**config.mk**
```make
export PLATFORM = sky130hd
export DESIGN_NAME = student_fir_sched
export DESIGN_NICKNAME = d
export VERILOG_FILES = /design/src/rtl/student_fir_sched.sv
export SDC_FILE = /design/constraint.sdc
export NUM_CORES = 1
export LEC_CHECK = 0
export CORE_AREA = 5 5 99 101
export DETAILED_ROUTE_END_ITERATION = 8
export DIE_AREA = 0 0 104 106
export GPL_ROUTABILITY_DRIVEN = 0
export PLACE_DENSITY = 0.91
export SYNTH_ARGS = -nofsm -noshare
export SYNTH_HDL_FRONTEND = slang
export SYNTH_SLANG_ARGS = --single-unit
```
**constraint.sdc**
```tcl
create_clock -name clk_i -period 7.23 [get_ports clk_i]
set_input_delay 0.723 -clock clk_i [delete_from_list [all_inputs] [get_ports clk_i]]
set_output_delay 0.723 -clock clk_i [all_outputs]
set_load 0.01 [all_outputs]
```
**src/rtl/student_fir_sched.sv**
```systemverilog
// Sample-rate scheduler: one FIR compute per codec sample, timeout guard, coefficient-bank swaps between samples.
// Optional sticky event interrupt when FIR_SCHED_IRQ_EN is defined; otherwise irq_o is tied low.
module student_fir_sched #(
  parameter int unsigned DATA_SIZE         = 16,
  parameter int unsigned DATA_SIZE_FIR_OUT = 32,
  parameter int unsigned TIMEOUT_CYCLES    = 2048,
  parameter int unsigned CNT_WIDTH         = 16
) (
  input  logic                         clk_i,
  input  logic                         rst_i,
  input  logic                         sample_valid_i,
  input  logic [DATA_SIZE-1:0]         sample_i,
  output logic                         fir_start_o,
  output logic [DATA_SIZE-1:0]         fir_sample_o,
  input  logic                         fir_done_i,
  input  logic [DATA_SIZE_FIR_OUT-1:0] fir_y_i,
  output logic                         out_valid_o,
  output logic [DATA_SIZE_FIR_OUT-1:0] out_data_o,
  input  logic                         swap_req_i,
  output logic                         bank_sel_o,
  output logic                         swap_ack_o,
  output logic                         busy_o,
  output logic [CNT_WIDTH-1:0]         overrun_cnt_o,
  output logic [CNT_WIDTH-1:0]         timeout_cnt_o,
  input  logic                         irq_clr_i,
  output logic                         irq_o
);

  localparam int unsigned TMR_W = $clog2(TIMEOUT_CYCLES);
  localparam logic [TMR_W-1:0] TMR_LAST = TMR_W'(TIMEOUT_CYCLES - 1);
  localparam logic [CNT_WIDTH-1:0] CNT_MAX = {CNT_WIDTH{1'b1}};

  typedef enum logic [2:0] {
    ST_IDLE,
    ST_START,
    ST_WAIT,
    ST_OUT,
    ST_SWAP
  } state_e;

  state_e                       state_q, state_d;
  logic [TMR_W-1:0]             timer_q, timer_d;
  logic                         swap_pending_q, swap_pending_d;
  logic                         fir_start_q, fir_start_d;
  logic [DATA_SIZE-1:0]         fir_sample_q, fir_sample_d;
  logic                         out_valid_q, out_valid_d;
  logic [DATA_SIZE_FIR_OUT-1:0] out_data_q, out_data_d;
  logic                         bank_sel_q, bank_sel_d;
  logic                         swap_ack_q, swap_ack_d;
  logic                         busy_q, busy_d;
  logic [CNT_WIDTH-1:0]         overrun_cnt_q, overrun_cnt_d;
  logic [CNT_WIDTH-1:0]         timeout_cnt_q, timeout_cnt_d;
  logic                         irq_q, irq_d;
  logic                         overrun_evt;
  logic                         timeout_evt;

`ifndef FIR_SCHED_IRQ_EN
  logic unused_irq_clr;
  assign unused_irq_clr = irq_clr_i;
`endif

  // State and output registers
  always_ff @(posedge clk_i) begin
    if (rst_i) begin
      state_q        <= ST_IDLE;
      timer_q        <= '0;
      swap_pending_q <= 1'b0;
      fir_start_q    <= 1'b0;
      fir_sample_q   <= '0;
      out_valid_q    <= 1'b0;
      out_data_q     <= '0;
      bank_sel_q     <= 1'b0;
      swap_ack_q     <= 1'b0;
      busy_q         <= 1'b0;
      overrun_cnt_q  <= '0;
      timeout_cnt_q  <= '0;
      irq_q          <= 1'b0;
    end else begin
      state_q        <= state_d;
      timer_q        <= timer_d;
      swap_pending_q <= swap_pending_d;
      fir_start_q    <= fir_start_d;
      fir_sample_q   <= fir_sample_d;
      out_valid_q    <= out_valid_d;
      out_data_q     <= out_data_d;
      bank_sel_q     <= bank_sel_d;
      swap_ack_q     <= swap_ack_d;
      busy_q         <= busy_d;
      overrun_cnt_q  <= overrun_cnt_d;
      timeout_cnt_q  <= timeout_cnt_d;
      irq_q          <= irq_d;
    end
  end

  // Next-state, event detection and next output values
  always_comb begin
    state_d        = state_q;
    timer_d        = timer_q;
    swap_pending_d = swap_pending_q | swap_req_i;
    fir_sample_d   = fir_sample_q;
    out_data_d     = out_data_q;
    bank_sel_d     = bank_sel_q;
    overrun_cnt_d  = overrun_cnt_q;
    timeout_cnt_d  = timeout_cnt_q;
    irq_d          = irq_q;
    timeout_evt    = 1'b0;
    overrun_evt    = sample_valid_i && (state_q != ST_IDLE);

    case (state_q)
      ST_IDLE: begin
        if (sample_valid_i) begin
          state_d      = ST_START;
          fir_sample_d = sample_i;
        end else if (swap_pending_q) begin
          state_d    = ST_SWAP;
          bank_sel_d = ~bank_sel_q;
        end
      end
      ST_START: begin
        state_d = ST_WAIT;
        timer_d = '0;
      end
      ST_WAIT: begin
        // A done arriving on the last timer cycle still counts as a completed compute
        if (fir_done_i) begin
          state_d    = ST_OUT;
          out_data_d = fir_y_i;
        end else if (timer_q == TMR_LAST) begin
          state_d     = ST_OUT;
          timeout_evt = 1'b1;
        end else begin
          timer_d = timer_q + TMR_W'(1);
        end
      end
      ST_OUT: begin
        state_d = ST_IDLE;
      end
      ST_SWAP: begin
        state_d        = ST_IDLE;
        swap_pending_d = 1'b0;
      end
      default: begin
        state_d = ST_IDLE;
      end
    endcase

    fir_start_d = (state_d == ST_START);
    out_valid_d = (state_d == ST_OUT);
    swap_ack_d  = (state_d == ST_SWAP);
    busy_d      = (state_d != ST_IDLE);

    if (overrun_evt && (overrun_cnt_q != CNT_MAX)) begin
      overrun_cnt_d = overrun_cnt_q + CNT_WIDTH'(1);
    end
    if (timeout_evt && (timeout_cnt_q != CNT_MAX)) begin
      timeout_cnt_d = timeout_cnt_q + CNT_WIDTH'(1);
    end

`ifdef FIR_SCHED_IRQ_EN
    if (overrun_evt || timeout_evt) begin
      irq_d = 1'b1;
    end else if (irq_clr_i) begin
      irq_d = 1'b0;
    end
`else
    irq_d = 1'b0;
`endif
  end

  assign fir_start_o   = fir_start_q;
  assign fir_sample_o  = fir_sample_q;
  assign out_valid_o   = out_valid_q;
  assign out_data_o    = out_data_q;
  assign bank_sel_o    = bank_sel_q;
  assign swap_ack_o    = swap_ack_q;
  assign busy_o        = busy_q;
  assign overrun_cnt_o = overrun_cnt_q;
  assign timeout_cnt_o = timeout_cnt_q;
  assign irq_o         = irq_q;

endmodule

```
Word-level counts from Yosys, hierarchy flattened --
Cells that the tools add are included.
Cells by class: add/sub/neg operators 3, equal/unequal tests 11, mux-type cells 11, bitwise operators 3, reductions and logical operators 12
Operator list (count):
- $add 16x1->16 const B | 2
- $ne 16x16->1 const B | 2
- $mux 11 | 2
- $pmux 11 s2 | 1
- $mux 3 | 4
- $add 11x1->11 const B | 1
- $eq 11x11->1 const B | 1
- $pmux 3 s3 | 1
- $eq 3x1->1 const B | 2
- $eq 3x2->1 const B | 2
- $eq 3x3->1 const B | 2
- $reduce_and 3->1 | 2
- $reduce_bool 3->1 | 2
- $ne 2x2->1 const B | 2
- $reduce_and 2->1 | 2
- $logic_and 1x1->1 | 3
- $logic_not 3->1 | 1
- $mux 1 | 3
- $not 1->1 | 2
- $reduce_bool 2->1 | 1
- $reduce_or 2->1 | 1
- $or 1x1->1 | 1
Word-level totals: flip-flop bits (word level) 100, bits of input ports 54, output and inout port bits 86, word-level logic and storage cells 52

Logic depth before layout (Yosys ltp) --
Gate-level depths: netlist of run 1.
depth after elaboration 5, gate-level depth with buffers 8, mapped depth without buffers 6

Least setup slack after synthesis of run 1 --
Ideal clock, no wire load.
path kind register to register, from register state_q[0], to register timeout_cnt_q[4] (netlist: timeout_cnt_o[4]), arrival time 2.208 ns, path slack 4.899 ns, cell stages (with the launch flop) 9, path buffers 3, period minus slack after synthesis 2.331 ns, path through dfxtp_1 buf_2 or3b_1 buf_2 or3_1 buf_6 nor4b_2 and3_1 mux2_1
On the way: longest elaborated chain between the ends 3
Ends and longest elaborated chain:
- start, declared | RTL line 41 | state_e state_q, state_d;
- start signal, assigned | RTL line 79 | state_q <= state_d;
- $eq 3x2->1 | RTL line 109 | case (state_q)
- $mux 1 | RTL line 109
- $logic_and 1x1->1 | RTL line 155 | if (timeout_evt && (timeout_cnt_q != CNT_MAX)) begin
- end signal, assigned | RTL line 90 | timeout_cnt_q <= timeout_cnt_d;
- end, declared | RTL line 52 | logic [CNT_WIDTH-1:0] timeout_cnt_q, timeout_cnt_d;
No other way between the ends. A chain may end at the register's enable or synchronous reset.

Worst setup path in the final report of run 1 --
from register state_q[1], to register timeout_cnt_q[4] (netlist: timeout_cnt_o[4])
The elaborated chain is that of the path after synthesis.

==> results.cfg, run 1 <==
[sta]
setup_tns_ns = 0
fmax_ghz = 0.3878
holdWs_ns = 0.4571
finalHoldViolCount = 0
fin_crit_ns = 2.579
skew_ns = 0.01312
rsz0062_at_grt = no
tightestPinTransition_ns = 1.216
maxSlewViolCount = 0
max_slew_margin_pct = 18.88
finalCritPeriodShare_pct = 35.67
setup_violations = 0

[clock_network]
cts_buffer_depth = 2
root_buffer = clkbuf_8
postCtsSetupRepairBufs = 0
h-tree-depth = 3
clock-sinks = 100
cts_buffers = 9
insertion_delay_ns = 0.35
hold_buffers = 0
clkSlewWorstSetupHoldPaths_ns = 0.09
cts_resized = 0
cts_tree = done

[final_layout]
layout-drive-gt1-share_pct = 3.318
syn_to_final_growth_pct = 37.65
layout.nets = 687
diodes = 0

[logic_synthesis]
ys.flop_type = dfxtp_1
synth_xor_area_share_pct = 5.019
yosysTopAreaCellShare_pct = 47.80
ys_top_cells_by_count = 121 x nand2_1, 100 x dfxtp_1, 59 x a21oi_1, 44 x nor2_1, 22 x clkbuf_1
synth_seq_area_share_pct = 47.80
syn_inst = 512
synth_cell_types = 47
ys_warn_count = 0
ys_async_sr_fraction_pct = 0
synth_edf_count = 0
yosysTopAreaCell = dfxtp_1
synth_top_family_by_area = simple AND/OR/NAND/NOR gates
synthTopCellsByArea = dfxtp_1 48%, nand2_1 11%, a21oi_1 7.1%
synth-simple-area-share_pct = 29.76
synthMuxAreaShare_pct = 1.554
syn_nets = 569
synth.most_common_cell = nand2_1
synth_area_um2 = 4188
ys_ff_latch = 100
synthAdderAreaFrac_pct = 0.8963
synth-compound-area-share_pct = 11.02
synth.avg_cell_area_um2 = 8.179

[routing]
vias = 3992
post_drt_wl_per_cell_um = 14.58
via_per_inst = 5.366
ant_nets = 0
drt-pass1-iter-count = 5
routed_wl_mm = 10.85
drt_iter0_markers = 261
drcViolationCount = 0

[worst_setup_path]
arrival_ns = 2.81
critical_path.max_fanout = 10
critPathCaptureType = flop
critPathKind = flop to flop
start_kind = flop
cp.required_ns = 7.46

[power_and_ir_drop]
power_leakage_nw = 1.911
switching_share_pct = 23.71
power_frac_clock_pct = 33.9
p_sw_uw = 259.1
power_frac_seq_pct = 53.5
pwr-share-comb_pct = 12.6
power.internal_uw = 833.6
power.density_nw_per_um2 = 189.6
ir_drop_mv = 0.1523

[global_routing]
grt_max_degree = 96
grt_pass1_vias = 3899
grt_pass1_wl_mm = 18.04
track_usage_pct = 19.31
antenna_found_initial = 0
grt-ovfl-total = 0

[min_path]
holdCritPathClass = flop to flop

[floorplanning]
rows = 35
initial_core_util_pct = 46.88
die-area_um2 = 11020
die_x_um = 104
die_h_um = 106
core_area_um2 = 8934
io_pins = 140

[outcome]
status = completed

[job]
cap_violations = 0

[placed_design]
io_buffers = 137
hpwl_mm = 7.941
-- cell usage in the layout, fill, tap and decap left out, types with 2 or more instances in the layout --
cell             instances
clkdlybuf4s50_1        136
nor4b_1                  2
dfxtp_1                100
nor3_1                  13
mux2_1                   4
a2111oi_0                2
or3_1                   10
nand2_1                121
and3_1                   5
mux2i_1                  2
xnor2_1                 17
and2_1                   3
and4_1                   7
inv_1                    5
nor3b_1                  5
a211oi_1                 3
ha_1                     3
xor2_1                   7
a21oi_1                 59
nand4_1                 17
a41oi_1                  2
o21ai_0                  9
bufinv_16                2
nor2_1                  43
nand3_1                 12
clkbuf_8                 9
nor4_1                   7
nor2b_1                  5
-- flip-flops by register name, summed over array words and instances, names as in the netlist --
register and count:
busy_o 1, out_valid_o 1, swap_pending_q 1, swap_ack_o 1
out_data_o 32, fir_start_o 1, timeout_cnt_o 16, bank_sel_o 1
timer_q 11, overrun_cnt_o 16, fir_sample_o 16, state_q 3
-- through the flow --
stage	total power, mW	std cells	area (µm²)	setup WS, ns	util [%]
CTS	1.105	744	5764	4.666	64.52
global route	1.147	744	5764	4.510	64.52
global placement	0.7304	730	5560	4.445	62.24
finish	1.093	744	5764	4.651	64.52
floorplan	0.6592	512	4188	4.899	-
detailed placement	0.7347	730	5560	4.444	62.24
-- power groups by stage --
stage,Sequential [mW],Combinational [mW],Clock [mW]
after floorplan,0.601,0.0581,0
after global placement,0.595,0.135,0
after detailed placement,0.597,0.138,0
after CTS,0.584,0.138,0.382
after global routing,0.588,0.150,0.408
final,0.584,0.137,0.371
-- cell type report --
cell class                      instances  area [µm²]
Clock buffer                           10       127.6
Inverter                                5       18.77
Multi-Input combinational cell        376        2027
Timing Repair Buffer                  138        1374
Sequential cell                       100        2002
Tap cell                              111       138.9
Clock inverter                          4       76.32
Fill cell                             779        3169
-- final timing paths --
| kind | startpoint | end | slack (ns) | cells after the start |
|---|---|---|---|---|
| max | state_q[1] | timeout_cnt_o[4] | 4.65 | 5 |
| min | out_data_o[10] | out_data_o[10] | 0.46 | 2 |
| max reg2reg | state_q[1] | timeout_cnt_o[4] | 4.65 | 5 |
| min reg2reg | out_data_o[10] | out_data_o[10] | 0.46 | 2 |
-- worst max-delay path, cell delays in order (launching register included) --
cell and delay, ns:
dfxtp_1 0.51, or3b_1 0.51, or3_1 0.54, nor4b_2 0.39, and3_1 0.21, mux2_1 0.31
-- layer usage --
layer	GRT usage, %	wire length [µm]	vias up
met3	5.222	698	36
met4	8.788	352	0
met5	0	0	-
li1	-	-	1978
met2	33.79	5451	131
met1	21.90	4348	1847
-- cells by family after synthesis --
group	count (synthesis)
xor+xnor	24
other cells	1
mux	6
flops	100
buf+inv	36
simple gates	259
compound gates	83
fa+ha+maj	3
Note: power is estimated with default switching activity, not from simulation.
==> run 2, diff against run 1 <==
- CORE_AREA: 5 5 99 101 -> 5 5 102 104
- DIE_AREA: 0 0 104 106 -> 0 0 107 109
- PLACE_DENSITY: 0.91 -> 0.87
- clock period: 7.23 -> 2.6 ns (I/O delays scaled with it)
==> run 2 against run 1 <==
- global-route usage decreased by 0.20 points
- power grew to 2.7 times the previous value
- die area grew 5.8%
- worst setup slack got worse by 4.4 ns
- core utilization down 3.2 points
- clock power grew 140%
- flip-flop and latch count is the same
- critical path depth up 1
- first-iteration DRC count grew 3.1%
- routed wire length increased by 1.1%
- clock skew fell by 0.0050 ns
- cell count grew 1.7%
- critical path type unchanged
==> results.cfg, run 2 (synthesis results as in run 1) <==
[clock_network]
cts_resized = 0
h-tree-depth = 3
root_buffer = clkbuf_8
hold_buffers = 0
cts_buffers = 9
postCtsSetupRepairBufs = 0
clock-sinks = 100
cts_tree = done
clkSlewWorstSetupHoldPaths_ns = 0.09
insertion_delay_ns = 0.36
cts_buffer_depth = 2

[floorplanning]
rows = 36
initial_core_util_pct = 44.27
core_area_um2 = 9459
die_h_um = 109
io_pins = 140
die-area_um2 = 11660
die_x_um = 107

[sta]
skew_ns = 0.008117
setup_tns_ns = 0
setup_violations = 0
rsz0062_at_grt = no
finalHoldViolCount = 0
tightestPinTransition_ns = 0.7520
fin_crit_ns = 2.312
max_slew_margin_pct = 49.40
fmax_ghz = 0.4325
finalCritPeriodShare_pct = 88.92
maxSlewViolCount = 0

[min_path]
holdCritPathClass = primary input to flop
min_path_cells = 2
hp-start = rst_i

[final_layout]
final_common_cell = clkdlybuf4s50_1
syn_to_final_growth_pct = 38.48
stdcell_area_um2 = 5799
final_core_util_pct = 61.31
layout-drive-gt1-share_pct = 4.821
layout.nets = 696
diodes = 0
fillers = 827
final_cell_mix = 136 x clkdlybuf4s50_1, 121 x nand2_1, 100 x dfxtp_1
largest_reg_flops = 32

[worst_setup_path]
critical_path.max_fanout = 7
slowest_stage = or3_1
crit_chain = ha_1 -> nand3_1 -> or3_1 -> nor4b_2 -> and3_1 -> mux2_1
critPathCaptureType = flop
start_kind = flop
timing.rr.start = timer_q[0]
critical-path-max-stage-delay_ns = 0.50
critPathKind = flop to flop
arrival_ns = 2.56
startpoint = timer_q[0]
cp.required_ns = 2.85
reg2regPathDepth = 6

[job]
cap_violations = 0

[routing]
ant_nets = 0
drt-pass1-iter-count = 5
drcViolationCount = 0
via_per_inst = 5.243
drt_iter0_markers = 269
vias = 3969
routed_wl_mm = 10.98
post_drt_wl_per_cell_um = 14.50

[global_routing]
grt_max_degree = 42
busiest_layer = met2
grt-ovfl-total = 0
met3_usage_pct = 6.690
track_usage_pct = 19.11
antenna_found_initial = 0
use_met2_pct = 32.46
grt_pass1_wl_mm = 18.24
grt_pass1_vias = 3875
use_met1_pct = 22.16

[placed_design]
hpwl_mm = 8.101
placed_area_um2 = 5632
io_buffers = 137

[power_and_ir_drop]
ir_drop_mv = 0.3613
power_leakage_nw = 1.941
power.density_nw_per_um2 = 500.0

[outcome]
status = completed
## run 2: changes by cell type in the layout (fill, tap and decap cells not counted)
| cell | before | now |
|---|---|---|
| buf_4 | 1 | 10 |
| bufinv_16 | 2 | 0 |
| clkinv_2 | 0 | 2 |
| clkbuf_8 | 9 | 10 |
## run 2: cell type report
type	instances	area, µm²	area share (%)
Clock buffer	11	141.4	2.438
Sequential cell	100	2002	34.52
Tap cell	114	142.6	2.460
Clock inverter	4	26.28	0.4531
Inverter	5	18.77	0.3236
Timing Repair Buffer	147	1441	24.85
Multi-Input combinational cell	376	2027	34.95
## run 2: worst paths after layout
path	end	slack, ns
worst max-delay path	timeout_cnt_o[4]	0.29
worst min-delay path	timeout_cnt_o[6]	0.31
worst min register to register	out_data_o[4]	0.46
worst max register to register	timeout_cnt_o[4]	0.29
## run 2: per-layer routing
layer	vias to the layer above	share of wire, %	routed length (µm)
met5	-	0	0
met4	0	2.1	232
met3	17	7.5	825
met2	96	49	5403
met1	1844	41	4514
li1	2012	-	-
## run 2: power by group
part / internal, mW / total, mW / switching (mW)
sequential: 1.59 / 1.62 / 0.0293
clock: 0.368 / 0.876 / 0.508
combinational: 0.211 / 0.408 / 0.197
## run 2: worst max-delay path, delay by kind of cell (launching register included)
| family | cells | cell delay [ns] |
|---|---|---|
| adder cells (fa/ha/maj) | 1 | 0.32 |
| flip-flops | 1 | 0.38 |
| multiplexers | 1 | 0.31 |
| AND/OR/NAND/NOR | 4 | 1.20 |
## run 2: metrics by stage
| stage | total power [mW] | cells | setup WS [ns] | hold WS, ns |
|---|---|---|---|---|
| CTS | 2.941 | 757 | 0.2855 | 0.2929 |
| global route | 3.051 | 757 | 0.1122 | 0.3055 |
| floorplan | 1.833 | 512 | 0.2689 | 0.3960 |
| detailed placement | 2.061 | 742 | 0.2916 | 0.4462 |
| global placement | 2.047 | 742 | 0.2999 | 0.4412 |
| finish | 2.900 | 757 | 0.2880 | 0.3135 |
